## src/rtl/shift_loader_pkg.sv

```systemverilog
// Shared state encoding for the shift_loader serializing load controller.
package shift_loader_pkg;

  typedef enum logic [1:0] {
    S_IDLE,
    S_CLEAR,
    S_SHIFT,
    S_CHECK
  } shift_loader_state_t;

endpackage

```

## src/rtl/shift_loader.sv

```systemverilog
// Accepts a parallel word, clears the attached shift register, shifts the word
// in MSB-first over N cycles, then reads the register back to confirm the load.
module shift_loader
  import shift_loader_pkg::*;
#(
  parameter int N = 4
) (
  input  logic         clk,
  input  logic         rst,
  input  logic         in_valid,
  output logic         in_ready,
  input  logic [N-1:0] in_data,
  output logic         sr_rst,
  output logic         sr_ena,
  output logic         sr_data,
  input  logic [N-1:0] sr_q,
  output logic         busy,
  output logic         done,
  output logic         match
);

  localparam int CW = $clog2(N + 1);

  shift_loader_state_t state_reg, state_next;
  logic [N-1:0]        word_q;
  logic [N-1:0]        word_ref;
  logic [CW-1:0]       cnt_reg;

  // Leaving SHIFT at cnt <= 1 also keeps the FSM from sticking if cnt is ever 0.
  always_comb begin
    state_next = state_reg;
    case (state_reg)
      S_IDLE:  if (in_valid) state_next = S_CLEAR;
      S_CLEAR: state_next = S_SHIFT;
      S_SHIFT: if (cnt_reg <= CW'(1)) state_next = S_CHECK;
      S_CHECK: state_next = S_IDLE;
      default: state_next = S_IDLE;
    endcase
  end

  always_ff @(posedge clk) begin
    if (!rst) begin
      state_reg <= S_IDLE;
      word_q    <= '0;
      word_ref  <= '0;
      cnt_reg   <= '0;
    end else begin
      state_reg <= state_next;
      case (state_reg)
        S_IDLE: begin
          if (in_valid) begin
            word_q   <= in_data;
            word_ref <= in_data;
            cnt_reg  <= CW'(N);
          end
        end
        S_SHIFT: begin
          word_q <= word_q << 1;
          if (cnt_reg != '0) cnt_reg <= cnt_reg - CW'(1);
        end
        default: ;
      endcase
    end
  end

  assign in_ready = (state_reg == S_IDLE);
  assign busy     = (state_reg != S_IDLE);
  assign sr_rst   = (state_reg == S_CLEAR);
  assign sr_ena   = (state_reg == S_SHIFT);
  assign sr_data  = (state_reg == S_SHIFT) && word_q[N-1];
  assign done     = (state_reg == S_CHECK);
  assign match    = (state_reg == S_CHECK) && (sr_q == word_ref);

endmodule

```

## config.mk

```make
export PLATFORM = sky130hd
export DESIGN_NAME = shift_loader
export DESIGN_NICKNAME = d
export VERILOG_FILES = /design/src/rtl/shift_loader_pkg.sv /design/src/rtl/shift_loader.sv
export SDC_FILE = /design/constraint.sdc
export NUM_CORES = 1
export LEC_CHECK = 0
export CELL_PAD_IN_SITES_DETAIL_PLACEMENT = 1
export CELL_PAD_IN_SITES_GLOBAL_PLACEMENT = 2
export CORE_AREA = 2 2 56 58
export DETAILED_ROUTE_END_ITERATION = 8
export DIE_AREA = 0 0 58 60
export PLACE_DENSITY = 0.82
export RECOVER_POWER = 100
export SLEW_MARGIN = 20
export SYNTH_ARGS = -nofsm -noshare
export SYNTH_HDL_FRONTEND = slang
export SYNTH_SLANG_ARGS = --single-unit
```

## constraint.sdc

```tcl
create_clock -name clk -period 1.8 [get_ports clk]
set_clock_uncertainty 0.2 [all_clocks]
set_input_delay 0.27 -clock clk [delete_from_list [all_inputs] [get_ports clk]]
set_output_delay 0.27 -clock clk [all_outputs]
set_load 0.02 [all_outputs]
```

Word-level counts from Yosys, hierarchy flattened
Cells that the tools add are included.
{"block": "totals", "inputBits": 11, "latchBits": 0, "mem_bits_ro": 0, "wordCells": 31, "mem_bits_rw": 0, "memories": 0, "ff_bits": 13}
{"block": "classes", "magnitude_cmp": 1, "shift": 0, "n_reduce_logical": 10, "eq_ne": 7, "bitwise": 0, "div": 0, "add_sub_neg": 1, "muxes": 8, "multipliers": 0}
{"cell": "2-bit one-hot mux with 4 select lines", "n": 1}
{"cell": "4-bit one-hot mux with 2 select lines", "n": 1}
{"cell": "3-bit two-way mux", "n": 2}
{"cell": "3-bit one-hot mux with 2 select lines", "n": 1}
{"cell": "2-bit AND reduction", "n": 3}
{"cell": "2-bit == test (second input constant)", "n": 2}
{"cell": "4-bit == test", "n": 1}
{"cell": "2-bit two-way mux", "n": 2}
{"cell": "4-bit two-way mux", "n": 1}
{"cell": "2-bit by 1-bit inequality test with 1-bit output (second input constant)", "n": 2}
{"cell": "2-bit nonzero test", "n": 2}
{"cell": "3-bit by 1-bit less-or-equal comparator with 1-bit output (second input constant)", "n": 1}
{"cell": "3-bit AND reduction", "n": 1}
{"cell": "3-bit nonzero test", "n": 1}
{"cell": "3-bit by 1-bit subtractor with 3-bit output (second input constant)", "n": 1}
{"cell": "2-bit by 1-bit == test with 1-bit output (second input constant)", "n": 1}
{"cell": "1-bit logical AND", "n": 2}
{"cell": "2-bit zero test", "n": 1}
{"cell": "2-bit inequality test (second input constant)", "n": 1}

Logic depth before layout (Yosys ltp)
{"block": "depth", "depth_word": 3, "mapped_depth": 6, "mapped_depth_nobuf": 5}

Least setup slack after synthesis
No wires, ideal clock.
{"block": "synth_path", "kind": "register to output", "start": "reg state_reg[0]", "end": "out match", "slack_ns": -0.011, "path_stages_with_launch": 4, "t_required_ns": 1.330, "t_arrival_ns": 1.341, "path_cell_list": "dfxtp_1 > ha_1 > nand2_1 > nor4_1"}
{"block": "synth_via", "elab_chain_len": 2}
{"element": "start: declaration", "line_no": "shift_loader.sv:24", "rtl": "shift_loader_state_t state_reg, state_next;"}
{"element": "start signal: assignment", "line_no": "shift_loader.sv:48", "rtl": "state_reg <= state_next;"}
{"element": "2-bit == test"}
{"element": "net done", "line_no": "shift_loader.sv:18", "rtl": "output logic done,"}
{"element": "1-bit logical AND", "line_no": "shift_loader.sv:72", "rtl": "assign match = (state_reg == S_CHECK) && (sr_q == word_ref);"}
{"element": "end: declaration", "line_no": "shift_loader.sv:19", "rtl": "output logic match"}
The timed path passes the listed nets, and every way through them passes these cells.

Final worst setup path
{"block": "layout_path", "start": "in sr_q[2]", "end": "out match"}
{"block": "layout_via", "elab_chain_len": 2}
{"element": "start: declaration", "line_no": "shift_loader.sv:16", "rtl": "input logic [N-1:0] sr_q,"}
{"element": "4-bit == test", "line_no": "shift_loader.sv:72"}
{"element": "1-bit logical AND", "line_no": "shift_loader.sv:72"}
Every way passes these cells.

==> impl_metrics.json <==
{
  "r2r-start": "state_reg[0]",
  "ys_seq_elements": 13,
  "overflow": 0,
  "required_ps": 1330,
  "drtAntennaViolNets": 0,
  "ys_types": 28,
  "hpwl_um": 1490,
  "rrSetupSlack_ps": 110,
  "grt_max_degree": 17,
  "core_mm2": 0.00290,
  "die_y_um": 60,
  "p_per_area_mw_per_mm2": 1190,
  "drt_iter0_markers": 5,
  "worstHoldEndpoint": "word_ref[1]",
  "slowest_stage": "clkdlybuf4s50_1",
  "yosysSeqAreaShare_pct": 33.4,
  "hp-start": "word_ref[1]",
  "cp_max_fo": 1,
  "syn_nets": 104,
  "fmax_mhz": 562,
  "hold_depth": 2,
  "wl_um": 1840,
  "placed_area_mm2": 0.00104,
  "hold_viol_final": 0,
  "setup_viol": 0,
  "clock-sinks": 13,
  "area_growth_pct": 36.7,
  "final_net_count": 131,
  "cts_tree": "built",
  "ir_drop_v": 0.000533,
  "dieWidth_um": 58,
  "ys_warn_count": 0,
  "met2_usage_pct": 22.2,
  "rsz0062_at_grt": "true",
  "grt_pass1_vias": 719,
  "h-tree-depth": 1,
  "fin_ws_ps": 22.1,
  "place_congestion": 0.664,
  "cts_setup_buffers": 0,
  "reg2reg_depth": 6,
  "clkLatencyLatePin_ps": 270,
  "place_ws_ps": -459,
  "slowest_delay_ps": 420,
  "pin_count": 18,
  "cp_num_buf_inv": 2,
  "ctsHoldBuffers": 0,
  "grt_pass1_wl_um": 3170,
  "hold_path_class": "reg -> reg",
  "clk_pin_slew_ps": 80,
  "cts_buffer_depth": 2,
  "crit_chain": "clkdlybuf4s50_1, xor2_1, nor4_2, buf_4",
  "crit_path_start_kind": "input port",
  "use_met3_pct": 2.16,
  "synth_top_area_share_pct": 33.4,
  "maxCapViolations": 0,
  "total_power_mw": 1.27,
  "dieArea_mm2": 0.00348,
  "drt-pass1-iter-count": 4,
  "min_period_ps": 1780,
  "synth_area_um2": 778,
  "globalRouteMet1Util_pct": 13.5,
  "rows": 20,
  "busiest_layer": "met2",
  "cts_root_buffer": "clkbuf_4",
  "cpLargestDelayFamily": "buffers and inverters",
  "fin_tns_setup_ps": 0,
  "cp.arrival_ps": 1310,
  "slew_violations": 0,
  "drc": 0,
  "synthTopCellsByArea": "dfxtp_1 33%, ha_1 13%, mux2i_1 7.7%, nand2_1 7.2%, o211a_1 3.9%",
  "io_buffer_count": 17,
  "relSlewSlack_pct": 84.3,
  "track_usage_pct": 12.0,
  "critPathKind": "in -> out",
  "viasPerCell": 4.72,
  "worst_slew_pin_slew_ps": 235,
  "outcome": "completed",
  "leakagePower_nw": 0.479,
  "cts_buffers": 3,
  "fin_crit_sh_pct": 98.8,
  "syn_avg_cell_area_um2": 9.16,
  "postSynthCellCount": 85,
  "critical_path.endpoint_type": "primary output",
  "initial_core_util_pct": 26.8,
  "postLayoutCellArea_mm2": 0.00106,
  "insertedDiodeCount": 0,
  "antenna_found_initial": 0,
  "drive_gt1_share_pct": 21.6,
  "reg2reg_to": "state_reg[1]",
  "vias": 679,
  "synth_area_leader_cell": "dfxtp_1",
  "wl_per_cell_um": 12.7
}
[layer usage]
metal | vias up | part of all wire [%]
met2 | 16 | 54
met4 | 0 | 0.93
li1 | 340 | -
met1 | 321 | 41
met5 | - | 0
met3 | 2 | 4.5
[worst min-delay path: stages (launching register included)]
cell,delay [ps]
dfxtp_1,330
nand2_1,50
a21boi_0,60
[worst max-delay path by stage]
| stage | startpoint | end | slack, ps | depth (start not counted) |
|---|---|---|---|---|
| 5_1_grt | sr_q[2] | match | -20 | 4 |
| 4_1_cts | sr_q[2] | match | -20 | 4 |
| 2_1_floorplan | state_reg[0] | cnt_reg[0] | 50 | 6 |
| 6_report | sr_q[2] | match | 20 | 4 |
| 3_3_place_gp | sr_q[2] | match | -400 | 4 |
| 3_5_place_dp | sr_q[2] | match | -460 | 4 |
[cell type report]
| cell class | instances | area [um2] |
|---|---|---|
| repair buffers | 25 | 206 |
| flip-flops and latches | 13 | 263 |
| multi-input cells | 62 | 500 |
| well taps | 33 | 41.3 |
| clock buffers | 4 | 26.3 |
| inverters | 7 | 26.3 |
| fillers | 359 | 1840 |
[synth_stat cells]
library cell / count
a211oi_2: 1
a21boi_0: 4
a21oi_1: 1
and2_1: 3
buf_2: 1
buf_6: 1
clkbuf_1: 1
dfxtp_1: 13
ha_1: 8
inv_1: 7
mux2_4: 1
mux2i_1: 6
nand2_1: 15
nand3_1: 5
nand3b_1: 1
nor2b_1: 1
nor2b_2: 1
nor4_1: 1
o211a_1: 3
o21a_1: 1
o21ai_1: 1
o21ai_2: 1
o21ba_1: 1
o22ai_1: 1
o31a_1: 1
o32ai_1: 1
xnor2_1: 1
xor2_1: 3
[placed cells by master (no fill, tap or decap), types with 4 or more instances in the layout]
master,netlist,final
mux2i_1,6,6
clkdlybuf4s50_1,0,9
a21boi_0,4,4
inv_1,7,6
ha_1,8,6
nand2_1,15,15
buf_4,0,7
dfxtp_1,13,11
nand3_1,5,5
[where the power goes]
part	switching, mW	total, mW	internal [mW]
Clock	0.0902	0.176	0.0857
Combinational	0.335	0.646	0.311
Sequential	0.0674	0.444	0.376
Total	0.493	1.27	0.773
[through the flow]
step,util (%),hold slack [ps],instances
after global routing,36.6,316,144
after floorplan,-,219,85
after global placement,35.7,268,140
final,36.6,285,144
after detailed placement,35.7,281,140
after CTS,36.6,293,144
[repair_timing]
| action | CTS | global route |
|---|---|---|
| gates cloned | 0 | 0 |
| setup endpoints to repair | 10 | 13 |
| resized for setup | 20 | 10 |
| pin swaps | 0 | 1 |
[logic make-up after synthesis]
group / Yosys count / share of synthesized area, %
XOR/XNOR: 4 / 4.50
flip-flops: 13 / 33.4
adder cells (fa/ha/maj): 8 / 12.9
multiplexers: 7 / 9.65
AND/OR/NAND/NOR: 27 / 16.6
buffers and inverters: 10 / 5.95
AO/OA/AOI/OAI: 16 / 17.0
Note: power is estimated with default switching activity, not from simulation.
